`config.mk`:
```
export PLATFORM = sky130hd
export DESIGN_NAME = mem_stage_sram_flat
export DESIGN_NICKNAME = d
export VERILOG_FILES = /design/src/rtl/mem_stage_sram_pkg.sv /design/src/rtl/mem_stage_sram_if.sv /design/src/rtl/mem_sram_fsm.sv /design/src/rtl/mem_stage_sram.sv /design/src/flat_wrapper.sv
export SDC_FILE = /design/constraint.sdc
export NUM_CORES = 1
export LEC_CHECK = 0
export BUFFER_PORTS_ARGS = -buffer_cell sky130_fd_sc_hd__buf_2
export CAP_MARGIN = 25
export CORE_AREA = 2 2 87 89
export DETAILED_ROUTE_END_ITERATION = 7
export DIE_AREA = 0 0 89 91
export PLACE_DENSITY = 0.64
export SLEW_MARGIN = 5
export SYNTH_ARGS = -nofsm -noshare
export SYNTH_HDL_FRONTEND = slang
export SYNTH_SLANG_ARGS = --single-unit
```
`constraint.sdc`:
```
create_clock -name clk -period 2.7 [get_ports clk]
set_input_delay 0.54 -clock clk [delete_from_list [all_inputs] [get_ports clk]]
set_output_delay 0.54 -clock clk [all_outputs]
set_load 0.03 [all_outputs]
```
`src/rtl/mem_stage_sram_pkg.sv`:
```
// Shared types and defaults for the MEM stage with external SRAM.
// Holds the access FSM encoding and the default geometry parameters.
package mem_stage_sram_pkg;

  localparam int SRAM_WAIT_DEF = 2;
  localparam int BASE_ADDR_DEF = 1024;
  localparam int SRAM_AW_DEF   = 18;

  typedef enum logic [1:0] {
    IDLE   = 2'd0,
    ACC_LO = 2'd1,
    ACC_HI = 2'd2,
    DONE   = 2'd3
  } state_t;

endpackage

```
`src/rtl/mem_stage_sram_if.sv`:
```
// Pin bundle of the external 16-bit single-port SRAM.
// master: MEM stage drives addr/data/oe/we_n; slave: SRAM returns dq_in.
interface mem_stage_sram_if #(
  parameter int AW = 18
);

  logic [AW-1:0] sram_addr;
  logic [15:0]   sram_dq_out;
  logic [15:0]   sram_dq_in;
  logic          sram_dq_oe;
  logic          sram_we_n;

  modport master (
    output sram_addr,
    output sram_dq_out,
    output sram_dq_oe,
    output sram_we_n,
    input  sram_dq_in
  );

  modport slave (
    input  sram_addr,
    input  sram_dq_out,
    input  sram_dq_oe,
    input  sram_we_n,
    output sram_dq_in
  );

endinterface

```
`src/rtl/mem_sram_fsm.sv`:
```
// SRAM access sequencer: low then high half-word, SRAM_WAIT cycles each.
// Ports: req/rd/wr/addresses/wdata in; rdata {hi,lo}, done flag, SRAM pins.
module mem_sram_fsm
  import mem_stage_sram_pkg::*;
#(
  parameter int SRAM_WAIT = SRAM_WAIT_DEF,
  parameter int SRAM_AW   = SRAM_AW_DEF
) (
  input  logic               clk,
  input  logic               rst,
  input  logic               req,
  input  logic               rd,
  input  logic               wr,
  input  logic [SRAM_AW-1:0] lo_addr,
  input  logic [SRAM_AW-1:0] hi_addr,
  input  logic [31:0]        wdata,
  output logic [31:0]        rdata,
  output logic               done,
  mem_stage_sram_if.master   sram
);

  localparam int CW = $clog2(SRAM_WAIT + 1);
  localparam logic [CW-1:0] LAST = CW'(SRAM_WAIT - 1);

  state_t        state;
  state_t        state_nx;
  logic [CW-1:0] cnt;
  logic [15:0]   lo;
  logic [15:0]   hi;
  logic          last;
  logic          acc;

  assign last  = (cnt == LAST);
  assign acc   = (state == ACC_LO) || (state == ACC_HI);
  assign rdata = {hi, lo};

  always_ff @(posedge clk) begin
    if (rst) begin
      state <= IDLE;
      cnt   <= '0;
      lo    <= '0;
      hi    <= '0;
    end else begin
      state <= state_nx;
      if (acc && !last)
        cnt <= cnt + 1'b1;
      else
        cnt <= '0;
      if (state == ACC_LO && last && rd)
        lo <= sram.sram_dq_in;
      if (state == ACC_HI && last && rd)
        hi <= sram.sram_dq_in;
    end
  end

  // DONE always returns to IDLE so a still-held request is not replayed
  always_comb begin
    state_nx = state;
    case (state)
      IDLE:    if (req) state_nx = ACC_LO;
      ACC_LO:  if (last) state_nx = ACC_HI;
      ACC_HI:  if (last) state_nx = DONE;
      DONE:    state_nx = IDLE;
      default: state_nx = IDLE;
    endcase
  end

  always_comb begin
    sram.sram_addr   = '0;
    sram.sram_dq_out = '0;
    sram.sram_dq_oe  = 1'b0;
    sram.sram_we_n   = 1'b1;
    done             = 1'b0;
    case (state)
      ACC_LO: begin
        sram.sram_addr = lo_addr;
        if (wr) begin
          sram.sram_dq_out = wdata[15:0];
          sram.sram_dq_oe  = 1'b1;
          sram.sram_we_n   = 1'b0;
        end
      end
      ACC_HI: begin
        sram.sram_addr = hi_addr;
        if (wr) begin
          sram.sram_dq_out = wdata[31:16];
          sram.sram_dq_oe  = 1'b1;
          sram.sram_we_n   = 1'b0;
        end
      end
      DONE:    done = 1'b1;
      default: ;
    endcase
  end

endmodule

```
`src/rtl/mem_stage_sram.sv`:
```
// MEM stage: maps byte address to SRAM half-words, stalls upstream, feeds WB.
// Ports: EXE-stage inputs, MEM/WB outputs, freeze, SRAM pin interface.
module mem_stage_sram
  import mem_stage_sram_pkg::*;
#(
  parameter int SRAM_WAIT = SRAM_WAIT_DEF,
  parameter int BASE_ADDR = BASE_ADDR_DEF,
  parameter int SRAM_AW   = SRAM_AW_DEF
) (
  input  logic             clk,
  input  logic             rst,
  input  logic             wb_en_in,
  input  logic             mem_r_en,
  input  logic             mem_w_en,
  input  logic [31:0]      alu_result,
  input  logic [31:0]      val_rm,
  input  logic [3:0]       dest_in,
  output logic             wb_en_out,
  output logic             mem_r_en_out,
  output logic [31:0]      alu_result_out,
  output logic [31:0]      mem_data,
  output logic [3:0]       dest_out,
  output logic             freeze,
  mem_stage_sram_if.master sram
);

  logic               req;
  logic               wr;
  logic               done;
  logic [31:0]        off;
  logic [SRAM_AW-2:0] idx;
  logic               unused_off;

  assign req = mem_r_en | mem_w_en;
  // a simultaneous read and write request is treated as a read
  assign wr  = mem_w_en & ~mem_r_en;

  assign off        = alu_result - 32'(BASE_ADDR);
  assign idx        = off[SRAM_AW:2];
  assign unused_off = ^{off[31:SRAM_AW+1], off[1:0]};

  mem_sram_fsm #(
    .SRAM_WAIT (SRAM_WAIT),
    .SRAM_AW   (SRAM_AW)
  ) u_fsm (
    .clk     (clk),
    .rst     (rst),
    .req     (req),
    .rd      (mem_r_en),
    .wr      (wr),
    .lo_addr ({idx, 1'b0}),
    .hi_addr ({idx, 1'b1}),
    .wdata   (val_rm),
    .rdata   (mem_data),
    .done    (done),
    .sram    (sram)
  );

  assign freeze         = req & ~done;
  assign wb_en_out      = wb_en_in & ~freeze;
  assign mem_r_en_out   = mem_r_en & ~freeze;
  assign alu_result_out = alu_result;
  assign dest_out       = dest_in;

endmodule
```
`src/flat_wrapper.sv`:
```
// flat-port wrapper written by rule: the top's interface ports become plain ports
module mem_stage_sram_flat import mem_stage_sram_pkg::*;
#(
  parameter int SRAM_WAIT = SRAM_WAIT_DEF,
  parameter int BASE_ADDR = BASE_ADDR_DEF,
  parameter int SRAM_AW   = SRAM_AW_DEF
)
  (clk, rst, wb_en_in, mem_r_en, mem_w_en, alu_result, val_rm, dest_in, wb_en_out, mem_r_en_out, alu_result_out, mem_data, dest_out, freeze, sram_sram_addr, sram_sram_dq_out, sram_sram_dq_oe, sram_sram_we_n, sram_sram_dq_in);
  mem_stage_sram_if sram_i ();
  input  logic clk;
  input  logic rst;
  input  logic wb_en_in;
  input  logic mem_r_en;
  input  logic mem_w_en;
  input  logic [31:0] alu_result;
  input  logic [31:0] val_rm;
  input  logic [3:0] dest_in;
  output logic wb_en_out;
  output logic mem_r_en_out;
  output logic [31:0] alu_result_out;
  output logic [31:0] mem_data;
  output logic [3:0] dest_out;
  output logic freeze;
  output wire logic [$bits(sram_i.sram_addr)-1:0] sram_sram_addr;
  output wire logic [$bits(sram_i.sram_dq_out)-1:0] sram_sram_dq_out;
  output wire logic [$bits(sram_i.sram_dq_oe)-1:0] sram_sram_dq_oe;
  output wire logic [$bits(sram_i.sram_we_n)-1:0] sram_sram_we_n;
  input wire logic [$bits(sram_i.sram_dq_in)-1:0] sram_sram_dq_in;
  assign sram_sram_addr = sram_i.sram_addr;
  assign sram_sram_dq_out = sram_i.sram_dq_out;
  assign sram_sram_dq_oe = sram_i.sram_dq_oe;
  assign sram_sram_we_n = sram_i.sram_we_n;
  assign sram_i.sram_dq_in = sram_sram_dq_in;
  mem_stage_sram #(.SRAM_WAIT(SRAM_WAIT), .BASE_ADDR(BASE_ADDR), .SRAM_AW(SRAM_AW)) u_core (.clk(clk), .rst(rst), .wb_en_in(wb_en_in), .mem_r_en(mem_r_en), .mem_w_en(mem_w_en), .alu_result(alu_result), .val_rm(val_rm), .dest_in(dest_in), .wb_en_out(wb_en_out), .mem_r_en_out(mem_r_en_out), .alu_result_out(alu_result_out), .mem_data(mem_data), .dest_out(dest_out), .freeze(freeze), .sram(sram_i));
endmodule
```
Yosys cells after proc, flatten, opt, wreduce, memory -nomap -nowiden
Index checks and enable logic that the tools add are counted.
{"block": "word_totals", "register_bits": 36, "output_inout_bits": 107}
{"block": "classes", "add_sub_neg": 2, "n_eq_ne": 7, "n_mux": 13, "n_bitwise": 9, "n_reduce_logical": 11}
{"op": "one-hot mux 18 bit (2 select lines)", "count": 1}
{"op": "2-to-1 mux 16 bit", "count": 2}
{"op": "one-hot mux 16 bit (2 select lines)", "count": 1}
{"op": "subtractor 19 x 11 -> 19 bit, second input constant", "count": 1}
{"op": "one-hot mux 2 bit (4 select lines)", "count": 1}
{"op": "2-to-1 mux 2 bit", "count": 3}
{"op": "logical AND 1 bit", "count": 5}
{"op": "2-to-1 mux 1 bit", "count": 5}
{"op": "bitwise AND 1 bit", "count": 4}
{"op": "== test 2 x 1 -> 1 bit, second input constant", "count": 2}
{"op": "== test 2 bit, second input constant", "count": 2}
{"op": "!= test 2 bit, second input constant", "count": 2}
{"op": "NOT 1 bit", "count": 4}
{"op": "OR reduction 2 bit", "count": 2}
{"op": "AND reduction 3 bit", "count": 1}
{"op": "adder 2 x 1 -> 2 bit, second input constant", "count": 1}
{"op": "zero test 2 bit", "count": 1}
{"op": "!= test 2 x 1 -> 1 bit, second input constant", "count": 1}
{"op": "zero test 1 bit", "count": 1}
{"op": "logical OR 1 bit", "count": 1}
{"op": "bitwise OR 1 bit", "count": 1}

Logic depth before layout (Yosys ltp)
{"block": "depth", "depth_word": 6, "depth_mapped": 7, "depth_no_buf": 5}

Cells and area by module
A second synthesis with hierarchy kept.
{"block": "unflattened", "hier_cells": 315, "hier_area_um2": 2392.3}
{"mod": "mem_sram_fsm", "instances": 1, "cells_per_inst": 251, "area_per_inst_um2": 1936.9, "seq_area_each_um2": 720.7}
{"mod": "mem_stage_sram", "instances": 1, "cells_per_inst": 64, "area_per_inst_um2": 455.4, "seq_area_each_um2": 0.0}

Worst setup path before layout
OpenSTA, ideal clock, no wires.
{"block": "synth_path", "path_kind": "input -> output", "start": "input alu_result[10]", "end": "output sram_sram_addr[17]", "arrival_time_ps": 2009, "required_time_ps": 2160, "slack_ps": 151, "stages": 4, "n_path_buf": 0, "cell_sequence": "inv_1 -> ha_1 -> or4b_1 -> o31ai_1"}
{"block": "synth_between", "elab_chain_cells": 2}
{"item": "start: declaration", "line": "flat_wrapper.sv:15", "source": "input logic [31:0] alu_result;"}
{"item": "subtractor 19 x 11 -> 19 bit", "line": "mem_stage_sram.sv:38", "source": "assign off = alu_result - 32'(BASE_ADDR);"}
{"item": "one-hot mux 18 bit (2 select lines)", "line": "mem_sram_fsm.sv:74", "source": "case (state)"}
{"item": "end: declaration", "line": "flat_wrapper.sv:24", "source": "output wire logic [$bits(sram_i.sram_addr)-1:0] sram_sram_addr;"}
Every way passes these cells.

Worst setup path after layout
{"block": "layout_path", "start": "input alu_result[14]", "end": "output sram_sram_addr[14]"}
The elaborated chain is that of the path after synthesis.

==> impl_metrics.json <==
{
  "cp-start-kind": "input pin",
  "max_freq_mhz": 406,
  "crit_fanout": 6,
  "hold_viol": 0,
  "cts_tree": "done",
  "synth_async_sr_flop_share": 0,
  "multi_input_area_sq_um": 1010,
  "syn2layout_area_growth_pct": 32.1,
  "cp_common_cell": "buf_2",
  "cts_made_buffers": 5,
  "via_count": 2224,
  "yosysWarnings": 0,
  "coreArea_sq_um": 7140,
  "num-nets-final": 497,
  "slowest_delay_ns": 0.46,
  "synthesis.nets": 383,
  "hold_buffers": 0,
  "n_antenna_cell": 0,
  "antenna_found_initial": 0,
  "chipHeight_um": 91,
  "seq_area_sq_um": 721,
  "cts-resized-gates": 0,
  "ys_seq_area_frac": 0.342,
  "worst_pin_slew_ns": 0.701,
  "nFillCells": 795,
  "gr-total-overflow": 0,
  "switchingPower_w": 0.000722,
  "ant_nets": 0,
  "place.gp.congestion": 0.925,
  "skew_ns": 0.00611,
  "drv_slew": 0,
  "min_path_type": "reg2reg",
  "wl_per_cell_um": 12.7,
  "critPathKind": "in2out",
  "p_comb_frac": 0.438,
  "wirelength_um": 6350,
  "outcome": "complete, no violations",
  "swShare": 0.406,
  "rsz0062_at_grt": "false",
  "required_ns": 2.16,
  "synth-edff-count": 0,
  "layout_min_cycle_time_ns": 2.46,
  "fin_area_sq_um": 2790,
  "ys_types": 33,
  "synth_area_sq_um": 2110,
  "first_global_vias": 2020,
  "internal-power_w": 0.00106,
  "start_util": 0.295,
  "drc": 0,
  "yosys_most_used_dff": "dfxtp_1",
  "fin_crit_sh": 0.912,
  "die_x_um": 89,
  "grt.total_usage": 0.148,
  "drive_gt1_frac": 0.423,
  "first_pass_iters": 4,
  "arrival_ns": 1.92,
  "grt_start_max_net_pins": 37,
  "leakage_nw": 1.37,
  "cts-root-buf": "clkbuf_8",
  "postSynthCellCount": 288,
  "seq_power_share": 0.331,
  "grt_pass1_wl_um": 9560,
  "relSlewSlack": 0.531,
  "insertion_delay_ns": 0.28,
  "clk_pin_slew_worst_paths_ns": 0.06,
  "worstSetupEndpointType": "output pin",
  "path_delay_family": "simple AND/OR/NAND/NOR gates",
  "cts_sinks": 36,
  "htreeDepth": 2,
  "tns_ns": 0,
  "path_buf_inv": 2,
  "rows": 31,
  "syn_avg_cell_area_sq_um": 7.32,
  "cp_slowest_cell": "or3_1",
  "dieArea_sq_um": 8100,
  "final_cells": 501,
  "placed_cell_area_sq_um": 2690,
  "dp.cells": 494,
  "pin_count": 196,
  "clockBufferDepth": 2,
  "cts_setup_buffers": 0,
  "rrSetupSlack_ns": 0.74,
  "final_core_util": 0.390,
  "finalSetupViolations": 0,
  "drt_iter0_markers": 97,
  "peakVddDrop_uv": 292,
  "power_density_nw_per_um2": 638,
  "cap_viol_max_count": 0,
  "io_buffer_count": 157,
  "hpwl_um": 4970,
  "viasPerCell": 4.44,
  "pwr-share-clk": 0.231,
  "path_cells": "buf_2 > or3_1 > or4_1 > a21oi_1 > buf_2",
  "synth_seq_cells": 36
}
-- registers in the layout (all words and copies together) (netlist names) --
register / flops
u_core.u_fsm.lo: 16
u_core.u_fsm.hi: 16
u_core.u_fsm.state: 2
u_core.u_fsm.cnt: 2
-- logic make-up after synthesis --
logic type                 Yosys count  share of synthesized area
muxes                                2                    0.00950
and+or+nand+nor                    123                      0.252
xor gates and xnor gates             3                     0.0125
adders and majority gates            6                     0.0356
AOI/OAI and AO/OA                   59                      0.170
DFF                                 36                      0.342
buffers and inverters               59                      0.178
-- path summary, 6_finish.rpt --
check / endpoint / start / depth (start not counted)
worst min register to register: u_core.u_fsm.cnt[0]$_SDFF_PP0_ / u_core.u_fsm.cnt[0]$_SDFF_PP0_ / 1
worst min-delay path: u_core.u_fsm.cnt[0]$_SDFF_PP0_ / u_core.u_fsm.cnt[0]$_SDFF_PP0_ / 1
worst max-delay path: sram_sram_addr[14] / alu_result[14] / 5
worst max register to register: u_core.u_fsm.hi[10]$_SDFFE_PP0P_ / u_core.u_fsm.state[0]$_SDFFE_PP0P_ / 6
-- cell usage after synthesis (all sizes together) (3+ instances only) --
master,count,share of area
clkbuf,13,0.024
xnor2,3,0.012
buf,40,0.14
and2,9,0.027
dfxtp,36,0.34
a21oi,34,0.081
nand2,68,0.12
a22oi,16,0.057
nand2b,4,0.012
inv,6,0.011
nor2,29,0.052
ha,6,0.036
-- power groups by stage --
stage | sequential (W) | clock [W] | combinational [W]
after floorplan | 0.000627 | 0 | 0.000608
after global placement | 0.000597 | 0 | 0.000777
after detailed placement | 0.000600 | 0 | 0.000785
after CTS | 0.000588 | 0.000429 | 0.000786
after global routing | 0.000591 | 0.000448 | 0.000849
final | 0.000588 | 0.000411 | 0.000779
-- stage by stage --
step                power [W]  setup slack, ns  hold WS, ns
finish                0.00178            0.237        0.435
global route          0.00189           0.0766        0.454
CTS                   0.00180            0.121        0.435
detailed placement    0.00139            0.261        0.425
global placement      0.00137            0.284        0.407
floorplan             0.00124            0.151        0.398
-- metal layers --
layer  vias up  share of wire  GRT usage
li1       1139              -          -
met5         -              0          0
met3        18          0.065     0.0227
met4         0          0.018     0.0535
met2        77           0.49      0.249
met1       990           0.43      0.189
-- cell type report --
type                       instances  share of cell area
clock buffer                       7              0.0346
inverter                           6             0.00809
multi-input combinational        193               0.364
sequential                        36               0.259
tap                               99              0.0445
timing repair buffer             160               0.290
-- worst register-to-register path: stages, from the launching register on --
cell and delay (ns):
dfxtp_1 0.34, inv_1 0.09, ha_1 0.29, buf_4 0.27
nand3_1 0.52, nand2_1 0.24, a21oi_1 0.08
-- cells in the final DEF (no fill, tap or decap), types with 2 or more instances in the layout --
cell type,synthesis,routed
a21oi_1,34,34
a22oi_1,16,16
and2_1,9,9
and3_1,2,2
buf_2,2,157
buf_4,36,3
clkbuf_8,0,7
dfxtp_1,36,36
ha_1,6,6
inv_1,5,5
mux2i_1,2,2
nand2_1,68,68
nand2b_1,4,4
nand3_1,2,2
nor2_1,29,29
o21bai_1,2,2
o31ai_1,2,2
or4_1,2,2
xnor2_1,3,3
No activity file was read; power rests on OpenSTA's default activity.
